==> src/rtl/branch_predictor_unit_if.sv <==
// Predictor bundle: ID-stage prediction request/response, EX-stage
// resolution, flush/redirect and statistics outputs.
interface branch_predictor_unit_if #(
  parameter int PC_WIDTH   = 32,
  parameter int INDEX_BITS = 3,
  parameter int STAT_BITS  = 16
);
  logic                  id_branch;
  logic [PC_WIDTH-1:0]   id_pc;
  logic                  predict_taken;
  logic [INDEX_BITS-1:0] predict_index;
  logic                  ex_branch;
  logic [INDEX_BITS-1:0] ex_index;
  logic                  ex_pred_taken;
  logic                  ex_taken;
  logic [PC_WIDTH-1:0]   ex_pc;
  logic [PC_WIDTH-1:0]   ex_target;
  logic                  flush;
  logic [PC_WIDTH-1:0]   redirect_pc;
  logic [STAT_BITS-1:0]  branch_count;
  logic [STAT_BITS-1:0]  mispredict_count;

  modport master (
    output id_branch, id_pc,
    output ex_branch, ex_index, ex_pred_taken,
    output ex_taken, ex_pc, ex_target,
    input  predict_taken, predict_index,
    input  flush, redirect_pc,
    input  branch_count, mispredict_count
  );

  modport slave (
    input  id_branch, id_pc,
    input  ex_branch, ex_index, ex_pred_taken,
    input  ex_taken, ex_pc, ex_target,
    output predict_taken, predict_index,
    output flush, redirect_pc,
    output branch_count, mispredict_count
  );
endinterface

==> src/rtl/branch_predictor_unit.sv <==
// PHT branch predictor (bimodal or gshare): ID prediction, EX update,
// flush/redirect on mispredict, saturating stats. Ports: clock, reset, bp.
module branch_predictor_unit #(
  parameter int PC_WIDTH   = 32,
  parameter int INDEX_BITS = 3,
  parameter int CTR_BITS   = 2,
  parameter int GHR_BITS   = 0,
  parameter int INIT_CTR   = (1 << CTR_BITS) - 1,
  parameter int STAT_BITS  = 16
) (
  input logic clock,
  input logic reset,
  branch_predictor_unit_if.slave bp
);
  localparam int ENTRIES = 1 << INDEX_BITS;
  localparam logic [CTR_BITS-1:0] CTR_INIT =
    CTR_BITS'(INIT_CTR);
  localparam logic [CTR_BITS-1:0] CTR_MAX = '1;

  logic [CTR_BITS-1:0]   pht [ENTRIES];
  logic [INDEX_BITS-1:0] ghr_pad;
  logic [INDEX_BITS-1:0] idx;
  logic [STAT_BITS-1:0]  br_cnt;
  logic [STAT_BITS-1:0]  mp_cnt;
  logic                  flush;
  logic                  unused_pc;

  if (GHR_BITS > 0) begin : g_ghr
    logic [GHR_BITS-1:0] ghr;
    // History is shifted only by resolved branches (non-speculative).
    always_ff @(posedge clock or negedge reset) begin
      if (!reset)
        ghr <= '0;
      else if (bp.ex_branch)
        ghr <= GHR_BITS'({ghr, bp.ex_taken});
    end
    assign ghr_pad = INDEX_BITS'(ghr);
  end else begin : g_bimodal
    assign ghr_pad = '0;
  end

  assign idx = bp.id_pc[INDEX_BITS+1:2] ^ ghr_pad;
  assign unused_pc = ^bp.id_pc;

  assign flush = reset & bp.ex_branch &
                 (bp.ex_pred_taken != bp.ex_taken);

  always_comb begin
    bp.redirect_pc = '0;
    if (flush)
      bp.redirect_pc = bp.ex_taken ? bp.ex_target
                     : bp.ex_pc + PC_WIDTH'(4);
  end

  // A same-cycle flush squashes the ID instruction.
  assign bp.predict_taken = reset & bp.id_branch &
                            pht[idx][CTR_BITS-1] & ~flush;
  assign bp.predict_index = bp.id_branch ? idx : '0;
  assign bp.flush = flush;
  assign bp.branch_count = br_cnt;
  assign bp.mispredict_count = mp_cnt;

  always_ff @(posedge clock or negedge reset) begin
    if (!reset) begin
      for (int i = 0; i < ENTRIES; i++)
        pht[i] <= CTR_INIT;
    end else if (bp.ex_branch) begin
      if (bp.ex_taken) begin
        if (pht[bp.ex_index] != CTR_MAX)
          pht[bp.ex_index] <=
            pht[bp.ex_index] + CTR_BITS'(1);
      end else if (pht[bp.ex_index] != '0) begin
        pht[bp.ex_index] <=
          pht[bp.ex_index] - CTR_BITS'(1);
      end
    end
  end

  always_ff @(posedge clock or negedge reset) begin
    if (!reset) begin
      br_cnt <= '0;
      mp_cnt <= '0;
    end else if (bp.ex_branch) begin
      if (br_cnt != '1)
        br_cnt <= br_cnt + STAT_BITS'(1);
      if (flush && mp_cnt != '1)
        mp_cnt <= mp_cnt + STAT_BITS'(1);
    end
  end
endmodule

==> src/flat_wrapper.sv <==
// flat-port wrapper written by rule: the top's interface ports become plain ports
module branch_predictor_unit_flat 
#(
  parameter int PC_WIDTH   = 32,
  parameter int INDEX_BITS = 3,
  parameter int CTR_BITS   = 2,
  parameter int GHR_BITS   = 0,
  parameter int INIT_CTR   = (1 << CTR_BITS) - 1,
  parameter int STAT_BITS  = 16
)
  (clock, reset, bp_id_branch, bp_id_pc, bp_ex_branch, bp_ex_index, bp_ex_pred_taken, bp_ex_taken, bp_ex_pc, bp_ex_target, bp_predict_taken, bp_predict_index, bp_flush, bp_redirect_pc, bp_branch_count, bp_mispredict_count);
  branch_predictor_unit_if #(.PC_WIDTH(PC_WIDTH), .INDEX_BITS(INDEX_BITS), .STAT_BITS(STAT_BITS)) bp_i ();
  input logic clock;
  input logic reset;
  input wire logic [$bits(bp_i.id_branch)-1:0] bp_id_branch;
  input wire logic [$bits(bp_i.id_pc)-1:0] bp_id_pc;
  input wire logic [$bits(bp_i.ex_branch)-1:0] bp_ex_branch;
  input wire logic [$bits(bp_i.ex_index)-1:0] bp_ex_index;
  input wire logic [$bits(bp_i.ex_pred_taken)-1:0] bp_ex_pred_taken;
  input wire logic [$bits(bp_i.ex_taken)-1:0] bp_ex_taken;
  input wire logic [$bits(bp_i.ex_pc)-1:0] bp_ex_pc;
  input wire logic [$bits(bp_i.ex_target)-1:0] bp_ex_target;
  output wire logic [$bits(bp_i.predict_taken)-1:0] bp_predict_taken;
  output wire logic [$bits(bp_i.predict_index)-1:0] bp_predict_index;
  output wire logic [$bits(bp_i.flush)-1:0] bp_flush;
  output wire logic [$bits(bp_i.redirect_pc)-1:0] bp_redirect_pc;
  output wire logic [$bits(bp_i.branch_count)-1:0] bp_branch_count;
  output wire logic [$bits(bp_i.mispredict_count)-1:0] bp_mispredict_count;
  assign bp_i.id_branch = bp_id_branch;
  assign bp_i.id_pc = bp_id_pc;
  assign bp_i.ex_branch = bp_ex_branch;
  assign bp_i.ex_index = bp_ex_index;
  assign bp_i.ex_pred_taken = bp_ex_pred_taken;
  assign bp_i.ex_taken = bp_ex_taken;
  assign bp_i.ex_pc = bp_ex_pc;
  assign bp_i.ex_target = bp_ex_target;
  assign bp_predict_taken = bp_i.predict_taken;
  assign bp_predict_index = bp_i.predict_index;
  assign bp_flush = bp_i.flush;
  assign bp_redirect_pc = bp_i.redirect_pc;
  assign bp_branch_count = bp_i.branch_count;
  assign bp_mispredict_count = bp_i.mispredict_count;
  branch_predictor_unit #(.PC_WIDTH(PC_WIDTH), .INDEX_BITS(INDEX_BITS), .CTR_BITS(CTR_BITS), .GHR_BITS(GHR_BITS), .INIT_CTR(INIT_CTR), .STAT_BITS(STAT_BITS)) u_core (.clock(clock), .reset(reset), .bp(bp_i));
endmodule
==> config.mk <==
export PLATFORM = sky130hd
export DESIGN_NAME = branch_predictor_unit_flat
export DESIGN_NICKNAME = d
export VERILOG_FILES = /design/src/rtl/branch_predictor_unit_if.sv /design/src/rtl/branch_predictor_unit.sv /design/src/flat_wrapper.sv
export SDC_FILE = /design/constraint.sdc
export NUM_CORES = 1
export LEC_CHECK = 0
export ABC_AREA = 0
export CORE_UTILIZATION = 41
export DETAILED_ROUTE_END_ITERATION = 10
export PLACE_DENSITY_LB_ADDON = 0.05
export SLEW_MARGIN = 20
export SYNTH_ARGS = -nofsm -noshare
export SYNTH_HDL_FRONTEND = slang
export SYNTH_SLANG_ARGS = --single-unit
==> constraint.sdc <==
create_clock -name clock -period 3.24 [get_ports clock]
set_input_delay 0.486 -clock clock [delete_from_list [all_inputs] [get_ports clock]]
set_output_delay 0.486 -clock clock [all_outputs]
set_load 0.02 [all_outputs]
== After elaboration in Yosys (flattened, before gate mapping) ==
Cells that the tools add are included.
W data, S select, Z words.
Storage, ports and cells
  logic and storage cells: 54
  bits in writable memories: 0
  bits in read-only memories: 0
  output and inout port bits: 69
  bits in registers: 48
  bits of input ports: 105
  memories: 0
  latch bits: 0
Cells by class
  divide/modulo/power cells: 0
  magnitude comparators: 3
  shift operators: 0
  reductions and logical operators: 7
  multiplexer cells: 16
  bitwise logic cells: 8
  $mul: 0
  equality and inequality tests: 5
  add/sub/neg operators: 5
Operator list (number)
  $mux W32: 2
  $mux W16: 3
  $add A16 B1 Y16 const B: 2
  $add A32 B3 Y32 const B: 1
  $bwmux W16: 2
  $ne A16 B16 Y1 const B: 2
  $bmux W2 S3: 2
  $mux W2: 5
  $ge A4 B4 Y1 const B: 2
  $not A3 Y4: 2
  $demux W2 S3: 1
  $and A1 B1 Y1: 5
  $lt A4 B1 Y1 const B: 1
  $reduce_and A2 Y1: 2
  $reduce_bool A2 Y1: 2
  $mux W3: 1
  $reduce_and A3 Y1: 1
  $add A2 B1 Y2 const B: 1
  $logic_and A1 B1 Y1: 2
  $ne A2 B1 Y1 const B: 1
  $ne A2 B2 Y1 const B: 1
  $sub A2 B1 Y2 const B: 1
  $ne A1 B1 Y1: 1
  $not A1 Y1: 1

== Longest topological paths before layout ==
Gate-level depths: netlist of run 1.
  depth after elaboration: 8
  mapped depth: 10
  mapped depth without buffers: 9

== Worst setup path after synthesis of run 1 ==
OpenSTA, ideal clock, no wires.
  path type: in2reg
  from: in bp_ex_index[0]
  to: reg (tool-made name)
  library setup time: 0.082 ns
  data arrival time: 2.756 ns
  stages: 10
  setup slack: 0.402 ns
  buffers on the path: 1
  required time: 3.158 ns
  cell sequence: clkbuf_1 > mux4_2 > mux2i_4 > inv_1 > ha_1 > mux2i_1 > nand2_1 > nor2_1 > and3_1 > mux2_2
RTL lines
  start: declaration: RTL line flat_wrapper.sv:18  | input wire logic [$bits(bp_i.ex_index)-1:0] bp_ex_index;

== Worst setup path after layout of run 1 ==
  from: in bp_ex_pc[15]
  to: out bp_redirect_pc[25]
On the way
  cells in the longest elaborated chain, start to end: 3
Ends and longest elaborated chain
  start: declaration: RTL line flat_wrapper.sv:21  | input wire logic [$bits(bp_i.ex_pc)-1:0] bp_ex_pc;
  $add A32 B3 Y32: RTL line branch_predictor_unit.sv:52  | : bp.ex_pc + PC_WIDTH'(4);
  $mux W32: RTL line branch_predictor_unit.sv:51  | bp.redirect_pc = bp.ex_taken ? bp.ex_target
  $mux W32: RTL line branch_predictor_unit.sv:50  | if (flush)
  end: declaration: RTL line flat_wrapper.sv:26  | output wire logic [$bits(bp_i.redirect_pc)-1:0] bp_redirect_pc;
No other way between the ends.

==> results of run 1 <==
-- routing by layer --
metal / track usage / vias up / part of all wire
met4: 0.0654 / 0 / 0.015
met5: 0 / - / 0
met3: 0.0531 / 12 / 0.075
met2: 0.402 / 98 / 0.49
li1: - / 1733 / -
met1: 0.293 / 1642 / 0.42
-- path summary, 6_finish.rpt --
check                           slack [ps]  cells past startpoint                         end
worst max-delay path                   120                      8          bp_redirect_pc[25]
worst min-delay path                   320                      2   u_core.bp.branch_count[0]
worst max register to register         840                      9                    register
worst min register to register         510                      1  u_core.bp.branch_count[15]
max in group asynchronous             2490                      2  u_core.bp.branch_count[12]
min in group clock                     510                      1  u_core.bp.branch_count[15]
-- worst max-delay path: stages --
cell	delay, ps
clkdlybuf4s50_1	520
nand4_1	140
and4bb_4	370
buf_4	130
nand3_1	70
xor2_1	160
a21oi_1	150
clkdlybuf4s50_1	610
-- layout make-up --
class / instances / area, sq um
repair buffers: 186 / 1780
multi-input cells: 310 / 2210
clock inverters: 3 / 68.8
flip-flops and latches: 48 / 1220
fillers: 731 / 2740
inverters: 11 / 45.0
well taps: 105 / 131
clock buffers: 5 / 68.8
-- cell usage after synthesis (all sizes together) (6+ instances only) --
cell type | count | area share
mux2i | 10 | 0.032
and3 | 12 | 0.022
mux2 | 19 | 0.061
xor2 | 14 | 0.035
nor2 | 30 | 0.032
nor3 | 16 | 0.029
xnor2 | 39 | 0.098
a21oi | 26 | 0.037
nand2 | 35 | 0.038
nand4 | 14 | 0.031
clkbuf | 10 | 0.011
nand3 | 27 | 0.040
mux4 | 6 | 0.039
dfstp | 16 | 0.12
inv | 11 | 0.012
dfrtp | 32 | 0.23
o21ai | 23 | 0.033
and2 | 6 | 0.011
-- through the flow --
step                utilization  power [uW]  cell area, sq um
floorplan                     -        1540              3500
global placement          0.644        1990              5320
detailed placement        0.644        2030              5320
CTS                       0.661        2560              5460
global route              0.669        2690              5520
finish                    0.669        2530              5520
-- power by group through the flow --
stage / logic, uW / registers [uW] / clock network, uW
6_report: 1000 / 1010 / 524
5_1_grt: 1090 / 1040 / 563
4_1_cts: 1010 / 1010 / 537
3_5_place_dp: 1010 / 1020 / 0
3_3_place_gp: 981 / 1000 / 0
2_1_floorplan: 483 / 1060 / 0
-- logic make-up (layout without fill, tap and decap cells) --
logic type               count (synthesis)  in the layout  synth area share
AND/OR/NAND/NOR                        159            159             0.246
AO/OA/AOI/OAI                           58             58            0.0943
XOR/XNOR                                53             53             0.133
flip-flops                              48             48             0.349
multiplexers                            35             35             0.132
buffers and inverters                   25            205            0.0289
adder cells (fa/ha/maj)                  5              5            0.0179
-- repair_timing --
| action | CTS | global route |
|---|---|---|
| pin swaps | 1 | 1 |
| setup buffers | 0 | 1 |
| setup endpoints to repair | 6 | 15 |
| gates resized for setup | 6 | 18 |
==> flow_summary_export.csv, run 1 <==
group,metric,value,unit
drt,wl,10400,um
pwr,p_switching,820,uW
placement,gp_congestion,0.811,
placement,dp_slack,-55.6,ps
run_status,outcome,"finished clean",
final_layout,mostFrequentLayoutCells,"clkdlybuf4s50_1 (126), buf_4 (42), xnor2_1 (39), nand2_1 (35), dfrtp_1 (32)",
drt,vias,3485,
timing,rsz0062_at_grt,"true",
placement,placedCellCount,659,
timing,worst_slew_pin_slew,743,ps
die,die_x,94.4,um
clock_network,clk_pin_slew_worst_paths,100,ps
pwr,p_int,1710,uW
critical_path,startpoint_type,"primary input",
timing,final_max_slew_viol_count,0,
logic_synthesis,synth_seq_cells,48,
critical_path,reg2reg_from,"u_core.pht[5]",
critical_path,startpoint,"bp_ex_pc[15]",
critical_path,crit_fanout,4,
grt,grt_use_total,0.234,
logic_synthesis,synth_edf_count,0,
final_layout,final_common_cell,"clkdlybuf4s50_1",
logic_synthesis,ys_warn_count,0,
timing,fmax,320,MHz
grt,grt_pass1_wl,16300,um
pwr,pwr-share-seq,0.399,
die,coreArea,8260,sq um
pwr,swShare,0.324,
clock_network,root_buffer,"clkbuf_8",
drt,vias_per_cell,5.22,
logic_synthesis,ys.flop_type,"dfrtp_1",
hold_path,hold_class,"primary input to async pin",
clock_network,numCtsBuffers,5,
drt,drtAntennaViolNets,0,
grt,grt_max_degree,50,
logic_synthesis,async_reset_ff_frac,1.00,
logic_synthesis,synth_area,3500,sq um
clock_network,cts_sinks,48,
clock_network,h-tree-depth,2,
clock_network,cts-hold-fix-buffers,0,
critical_path,cp.arrival,2640,ps
final_layout,drive_gt1_frac,0.204,
grt,grt_overflow_total,0,
final_layout,nets,672,
pwr,power_frac_comb,0.395,
final_layout,diodes,0,
die,rows,33,
timing,layout_min_cycle_time,3120,ps
timing,holdWs,321,ps
timing,finClkSkew,16.6,ps
drt,drtPass1Iterations,4,
clock_network,clk_latency,300,ps
logic_synthesis,syn-num-nets,493,
logic_synthesis,yosys.cell_types.count,46,
final_layout,fin_cells,668,
job,drv_cap,0,
grt,antenna_found_initial,0,
timing,finalSetupViolCount,0,
final_layout,areaGrowthSynthToFinish,57.7,%
grt,first_global_vias,3323,
die,start_util,0.424,
drt,wl_per_cell,15.5,um
clock_network,cts_tree,"yes",
placement,portBuffers,144,
critical_path,endpoint_kind,"primary output",
logic_synthesis,ys_seq_area_frac,0.349,
timing,setup_ws,115,ps
placement,post-dp-hpwl,8210,um
pwr,p_per_area,459,nW/um^2
die,die_h,94.4,um
timing,tns,0,ps
timing,hold_viol,0,
pwr,p_leak,0.00240,uW
pwr,peakVddDrop,0.330,mV
critical_path,crit_type,"primary input to primary output",
pwr,p_clk_frac,0.207,
drt,drc,0,
logic_synthesis,syn_area_per_cell,9.14,sq um
timing,slew_headroom,0.499,
die,io_pins,174,
drt,drt_iter0_markers,95,
critical_path,crit_required,2750,ps
die,die_area,8920,sq um
clock_network,cts.path.max_buffers,2,
logic_synthesis,syn_inst,383,
timing,finalCritPeriodShare,0.964,
Note: power is estimated with default switching activity, not from simulation.
==> run 2, diff against run 1 <==
--- a/config.mk
+++ b/config.mk
@@ -6,6 +6,7 @@
 export NUM_CORES = 1
 export LEC_CHECK = 0
 export ABC_AREA = 0
+export CORE_MARGIN = 2
 export CORE_UTILIZATION = 41
 export DETAILED_ROUTE_END_ITERATION = 10
 export PLACE_DENSITY_LB_ADDON = 0.05
==> run 2 against run 1 <==
  * Worst setup slack better by 44 ps
  * Routed wire length down 1.0%
  * Clock power down 27%
  * Clock-buffer cell count up 1
  * Sequential power about the same
  * Utilization down 0.79 points
  * Die area up 4.3%
  * Combinational power about the same
  * Hold slack better by 40 ps
  * Final cell count down 0.60%
  * Total power down 5.8%
  * Fmax up 1.4%
  * Highest routed layer unchanged
==> flow_summary_export.csv, run 2 (synthesis gave the netlist of run 1 again) <==
group,metric,value,unit
final_layout,fin_cells,664,
clock_network,cts-hold-fix-buffers,0,
timing,worst_slew_pin_slew,639,ps
timing,finalCritPeriodShare,0.951,
timing,final_max_slew_viol_count,0,
placement,placedCellCount,656,
drt,vias,3484,
die,die_x,96.4,um
critical_path,crit_required,2750,ps
job,drv_cap,0,
timing,setup_ws,159,ps
clock_network,cts_tree,"yes",
final_layout,nets,668,
timing,rsz0062_at_grt,"false",
die,io_pins,174,
drt,vias_per_cell,5.25,
timing,hold_viol,0,
die,coreArea,8260,sq um
timing,slew_headroom,0.570,
clock_network,h-tree-depth,2,
placement,gp_congestion,0.936,
placement,dp_slack,-68.2,ps
pwr,p_leak,0.00243,uW
pwr,p_per_area,437,nW/um^2
clock_network,root_buffer,"clkbuf_8",
clock_network,cts.path.max_buffers,2,
final_layout,mostFrequentLayoutCells,"clkdlybuf4s50_1 (122), xnor2_1 (39), buf_4 (37), nand2_1 (35), dfrtp_1 (32)",
critical_path,r2r_cells,9,
critical_path,startpoint_type,"primary input",
run_status,outcome,"finished clean",
grt,grt_pass1_wl,15700,um
critical_path,path_cells,"clkdlybuf4s50_1, and4_4, buf_4, nand4_1, nor3_2, xnor2_1, a21oi_1, clkdlybuf4s50_1",
clock_network,clk_latency,300,ps
critical_path,crit_fanout,4,
critical_path,cp.arrival,2590,ps
final_layout,diodes,0,
die,rows,33,
drt,drtAntennaViolNets,0,
drt,drt_iter0_markers,93,
timing,tns,0,ps
critical_path,endpoint_kind,"primary output",
grt,first_global_vias,3228,
grt,grt_max_degree,49,
clock_network,numCtsBuffers,5,
grt,grt_overflow_total,0,
hold_path,hold_class,"primary input to async pin",
final_layout,areaGrowthSynthToFinish,55.8,%
clock_network,post_cts_buffers,0,
grt,antenna_found_initial,0,
timing,finClkSkew,16.9,ps
timing,fmax,325,MHz
pwr,peakVddDrop,0.360,mV
final_layout,drive_gt1_frac,0.195,
final_layout,final_common_cell,"clkdlybuf4s50_1",
critical_path,crit_path_frequent_cell,"clkdlybuf4s50_1",
drt,drtPass1Iterations,4,
clock_network,clk_pin_slew_worst_paths,100,ps
clock_network,cts_sinks,48,
timing,layout_min_cycle_time,3080,ps
drt,wl_per_cell,15.4,um
critical_path,critPathSlowestCell,"clkdlybuf4s50_1",
placement,post-dp-hpwl,7990,um
timing,finalSetupViolCount,0,
die,start_util,0.424,
critical_path,crit_type,"primary input to primary output",
grt,grt_use_total,0.217,
critical_path,max_stage_delay,620,ps
placement,portBuffers,144,
die,die_area,9300,sq um
die,die_h,96.4,um
drt,drc,0,
drt,wl,10300,um
[run 2: power breakdown]
part	internal, uW	switching [uW]
clock network	175	207
registers	842	167
logic	559	438
total	1580	812
[run 2: final timing paths]
kind                       slack, ps                  startpoint                        endpoint
setup reg to reg                 830               u_core.pht[3]                        register
max in group asynchronous       2470                       reset  u_core.bp.mispredict_count[10]
min in group clock               500  u_core.bp.branch_count[15]      u_core.bp.branch_count[15]
hold reg to reg                  500  u_core.bp.branch_count[15]      u_core.bp.branch_count[15]
setup / recovery                 160                 bp_ex_pc[5]              bp_redirect_pc[21]
hold / removal                   360                       reset      u_core.bp.branch_count[12]
[run 2: cell type report]
class | count | area (sq um)
fillers | 712 | 2800
multi-input cells | 310 | 2200
repair buffers | 182 | 1760
flip-flops and latches | 48 | 1220
well taps | 105 | 131
clock buffers | 6 | 82.6
inverters | 11 | 41.3
clock inverters | 2 | 13.8
[run 2: per-layer routing]
layer,up-vias,track usage,share of wire
li1,1726,-,-
met1,1635,0.277,0.43
met2,109,0.374,0.48
met3,14,0.0434,0.071
met4,0,0.0634,0.019
met5,-,0,0
[run 2: per-stage QoR]
stage | hold slack (ps) | instance area (sq um) | power, uW | util
final | 361 | 5460 | 2390 | 0.661
after detailed placement | 486 | 5310 | 2030 | 0.643
after global routing | 394 | 5460 | 2550 | 0.661
after floorplan | 190 | 3500 | 1540 | -
after global placement | 475 | 5310 | 1980 | 0.643
after CTS | 368 | 5400 | 2420 | 0.654
[run 2: worst max-delay path, delay by kind of cell]
family / cells / cell delay [ps]
XOR/XNOR: 1 / 80
AO/OA/AOI/OAI: 1 / 150
AND/OR/NAND/NOR: 3 / 650
buffers and inverters: 3 / 1220
[run 2: what timing repair did]
action | CTS | global route
gates resized for setup | 8 | 18
cloned | 0 | 0
pin swaps | 0 | 1
endpoints found under the setup margin | 8 | 16
endpoints found under the hold margin | 0 | 0
==> run 3, diff against run 2 <==
--- a/config.mk
+++ b/config.mk
@@ -7,8 +7,9 @@
 export LEC_CHECK = 0
 export ABC_AREA = 0
 export CORE_MARGIN = 2
-export CORE_UTILIZATION = 41
+export CORE_UTILIZATION = 37
 export DETAILED_ROUTE_END_ITERATION = 10
+export GPL_TIMING_DRIVEN = 1
 export PLACE_DENSITY_LB_ADDON = 0.05
 export SLEW_MARGIN = 20
 export SYNTH_ARGS = -nofsm -noshare
==> constraint.sdc (replaced) <==
create_clock -name clock -period 2.65 [get_ports clock]
set_input_delay 0.3975 -clock clock [delete_from_list [all_inputs] [get_ports clock]]
set_output_delay 0.3975 -clock clock [all_outputs]
set_load 0.02 [all_outputs]
==> run 3 against run 2 <==
  * Routed wire length up 2.7%
  * Via count up 1.3%
  * Clock power up 23%
  * Hold slack worse by 23 ps
  * Combinational power up 23%
  * Non-clock buffer count up 18
  * Critical path depth up 2
  * Cell area up 2.8%
  * Critical endpoint is now bp_redirect_pc[18]
==> flow_summary_export.csv, run 3 (synthesis gave the netlist of run 1 again) <==
group,metric,value,unit
run_status,outcome,"finished clean",
final_layout,areaGrowthSynthToFinish,60.1,%
critical_path,startpoint_type,"primary input",
drt,wl,10500,um
critical_path,crit_type,"primary input to primary output",
pwr,power_frac_comb,0.420,
timing,finalSetupViolCount,0,
pwr,swShare,0.344,
pwr,p_per_area,523,nW/um^2
timing,rsz0062_at_grt,"true",
job,drv_cap,0,
pwr,p_leak,0.00247,uW
critical_path,critPathSlowestCell,"clkdlybuf4s50_1",
critical_path,crit_path_frequent_cell,"buf_4",
timing,layout_min_cycle_time,2560,ps
grt,grt_use_total,0.203,
die,coreArea,9200,sq um
clock_network,clk_pin_slew_worst_paths,100,ps
grt,antenna_found_initial,0,
hold_path,hold_class,"primary input to async pin",
pwr,p_int,1920,uW
final_layout,seqCellArea,1220,sq um
timing,hold_viol,0,
drt,drc,0,
clock_network,cts.path.max_buffers,2,
die,rows,35,
drt,drtPass1Iterations,4,
critical_path,r2r_cells,9,
grt,first_global_vias,3479,
drt,vias_per_cell,5.13,
pwr,p_clk_frac,0.160,
clock_network,cts_tree,"yes",
die,die_area,10300,sq um
clock_network,numCtsBuffers,5,
critical_path,crit_fanout,4,
placement,portBuffers,144,
critical_path,endpoint_kind,"primary output",
timing,finalCritPeriodShare,0.966,
clock_network,h-tree-depth,2,
critical_path,cp_num_buf_inv,5,
critical_path,path_cells,"clkdlybuf4s50_1, and4_4, buf_4, nand4_1, buf_4, buf_4, nor2_2, xnor2_1, a21oi_1, buf_4",
drt,wl_per_cell,15.3,um
clock_network,cts_sinks,48,
pwr,p_switching,1010,uW
timing,tns,0,ps
final_layout,multi_input_area,2290,sq um
critical_path,crit_family,"buffers and inverters",
critical_path,startpoint,"bp_ex_pc[6]",
placement,gp_congestion,0.805,
final_layout,drive_gt1_frac,0.279,
critical_path,max_stage_delay,490,ps
timing,fmax,391,MHz
grt,grt_overflow_total,0,
final_layout,nets,686,
final_layout,nFillCells,844,
timing,finClkSkew,12.1,ps
final_layout,diodes,0,
clock_network,root_buffer,"clkbuf_8",
pwr,peakVddDrop,0.478,mV
final_layout,mostFrequentLayoutCells,"clkdlybuf4s50_1 (98), buf_4 (63), xnor2_1 (39), nand2_1 (35), dfrtp_1 (32)",
grt,grt_max_degree,49,
critical_path,cp.arrival,2160,ps
drt,drt_iter0_markers,68,
pwr,pwr-share-seq,0.420,
grt,grt_pass1_wl,16800,um
critical_path,crit_required,2250,ps
final_layout,postLayoutCoreUtil,0.610,
final_layout,final_common_cell,"clkdlybuf4s50_1",
die,io_pins,174,
placement,post-dp-hpwl,8170,um
timing,worst_slew_pin_slew,732,ps
critical_path,reg2reg_from,"u_core.pht[3]",
die,die_h,101,um
die,start_util,0.381,
die,die_x,101,um
drt,vias,3529,
clock_network,cts-hold-fix-buffers,0,
drt,drtAntennaViolNets,0,
timing,slew_headroom,0.507,
timing,final_max_slew_viol_count,0,
clock_network,clk_latency,300,ps
critical_path,cp.depth,10,
run 3: cell count changes in the layout (fill, tap and decap cells not counted), moves of 4 or more:
cell,delta
buf_2,+10
buf_4,+26
clkdlybuf4s50_1,-24
dlygate4sd2_1,+4
nor2_1,-4
nor3_1,-4
run 3: worst paths after layout:
kind	end	slack (ps)
max in group asynchronous	u_core.bp.branch_count[0]	1890
setup / recovery	bp_redirect_pc[18]	90
setup reg to reg	u_core.pht[9]	230
hold reg to reg	u_core.bp.branch_count[15]	490
min in group clock	u_core.bp.branch_count[15]	490
hold / removal	u_core.bp.mispredict_count[15]	340
run 3: repair_timing:
action,4_1_cts,5_1_grt
endpoints found under the setup margin,40,27
cloned,0,0
resized for setup,105,39
pin swaps,3,10
setup buffers,3,2
run 3: power groups by stage:
stage / clock network [uW] / logic (uW) / registers, uW
finish: 470 / 1230 / 1230
CTS: 490 / 1220 / 1230
detailed placement: 0 / 1230 / 1240
global route: 525 / 1340 / 1270
global placement: 0 / 1210 / 1230
floorplan: 0 / 591 / 1290
run 3: layout make-up:
cell class                 instances  share of cell area
multi-input combinational        310               0.409
timing repair buffer             200               0.324
sequential                        48               0.218
tap                              111              0.0248
clock buffer                       6              0.0147
inverter                          11             0.00736
clock inverter                     2             0.00245
run 3: stage by stage:
step | hold slack, ps | cells | cell area [sq um] | setup slack, ps | total power (uW)
floorplan | 102 | 383 | 3500 | 38.7 | 1880
global placement | 473 | 675 | 5410 | -448 | 2440
detailed placement | 477 | 675 | 5410 | -496 | 2470
CTS | 357 | 686 | 5480 | 1.88 | 2940
global route | 403 | 688 | 5610 | -15.2 | 3140
finish | 338 | 688 | 5610 | 91.0 | 2930
run 3: routing by layer:
layer	vias to the layer above	wire length (um)	GRT usage
li1	1757	-	-
met1	1672	4590	0.258
met2	90	5230	0.363
met3	10	604	0.0393
met4	0	109	0.0374
met5	-	0	0
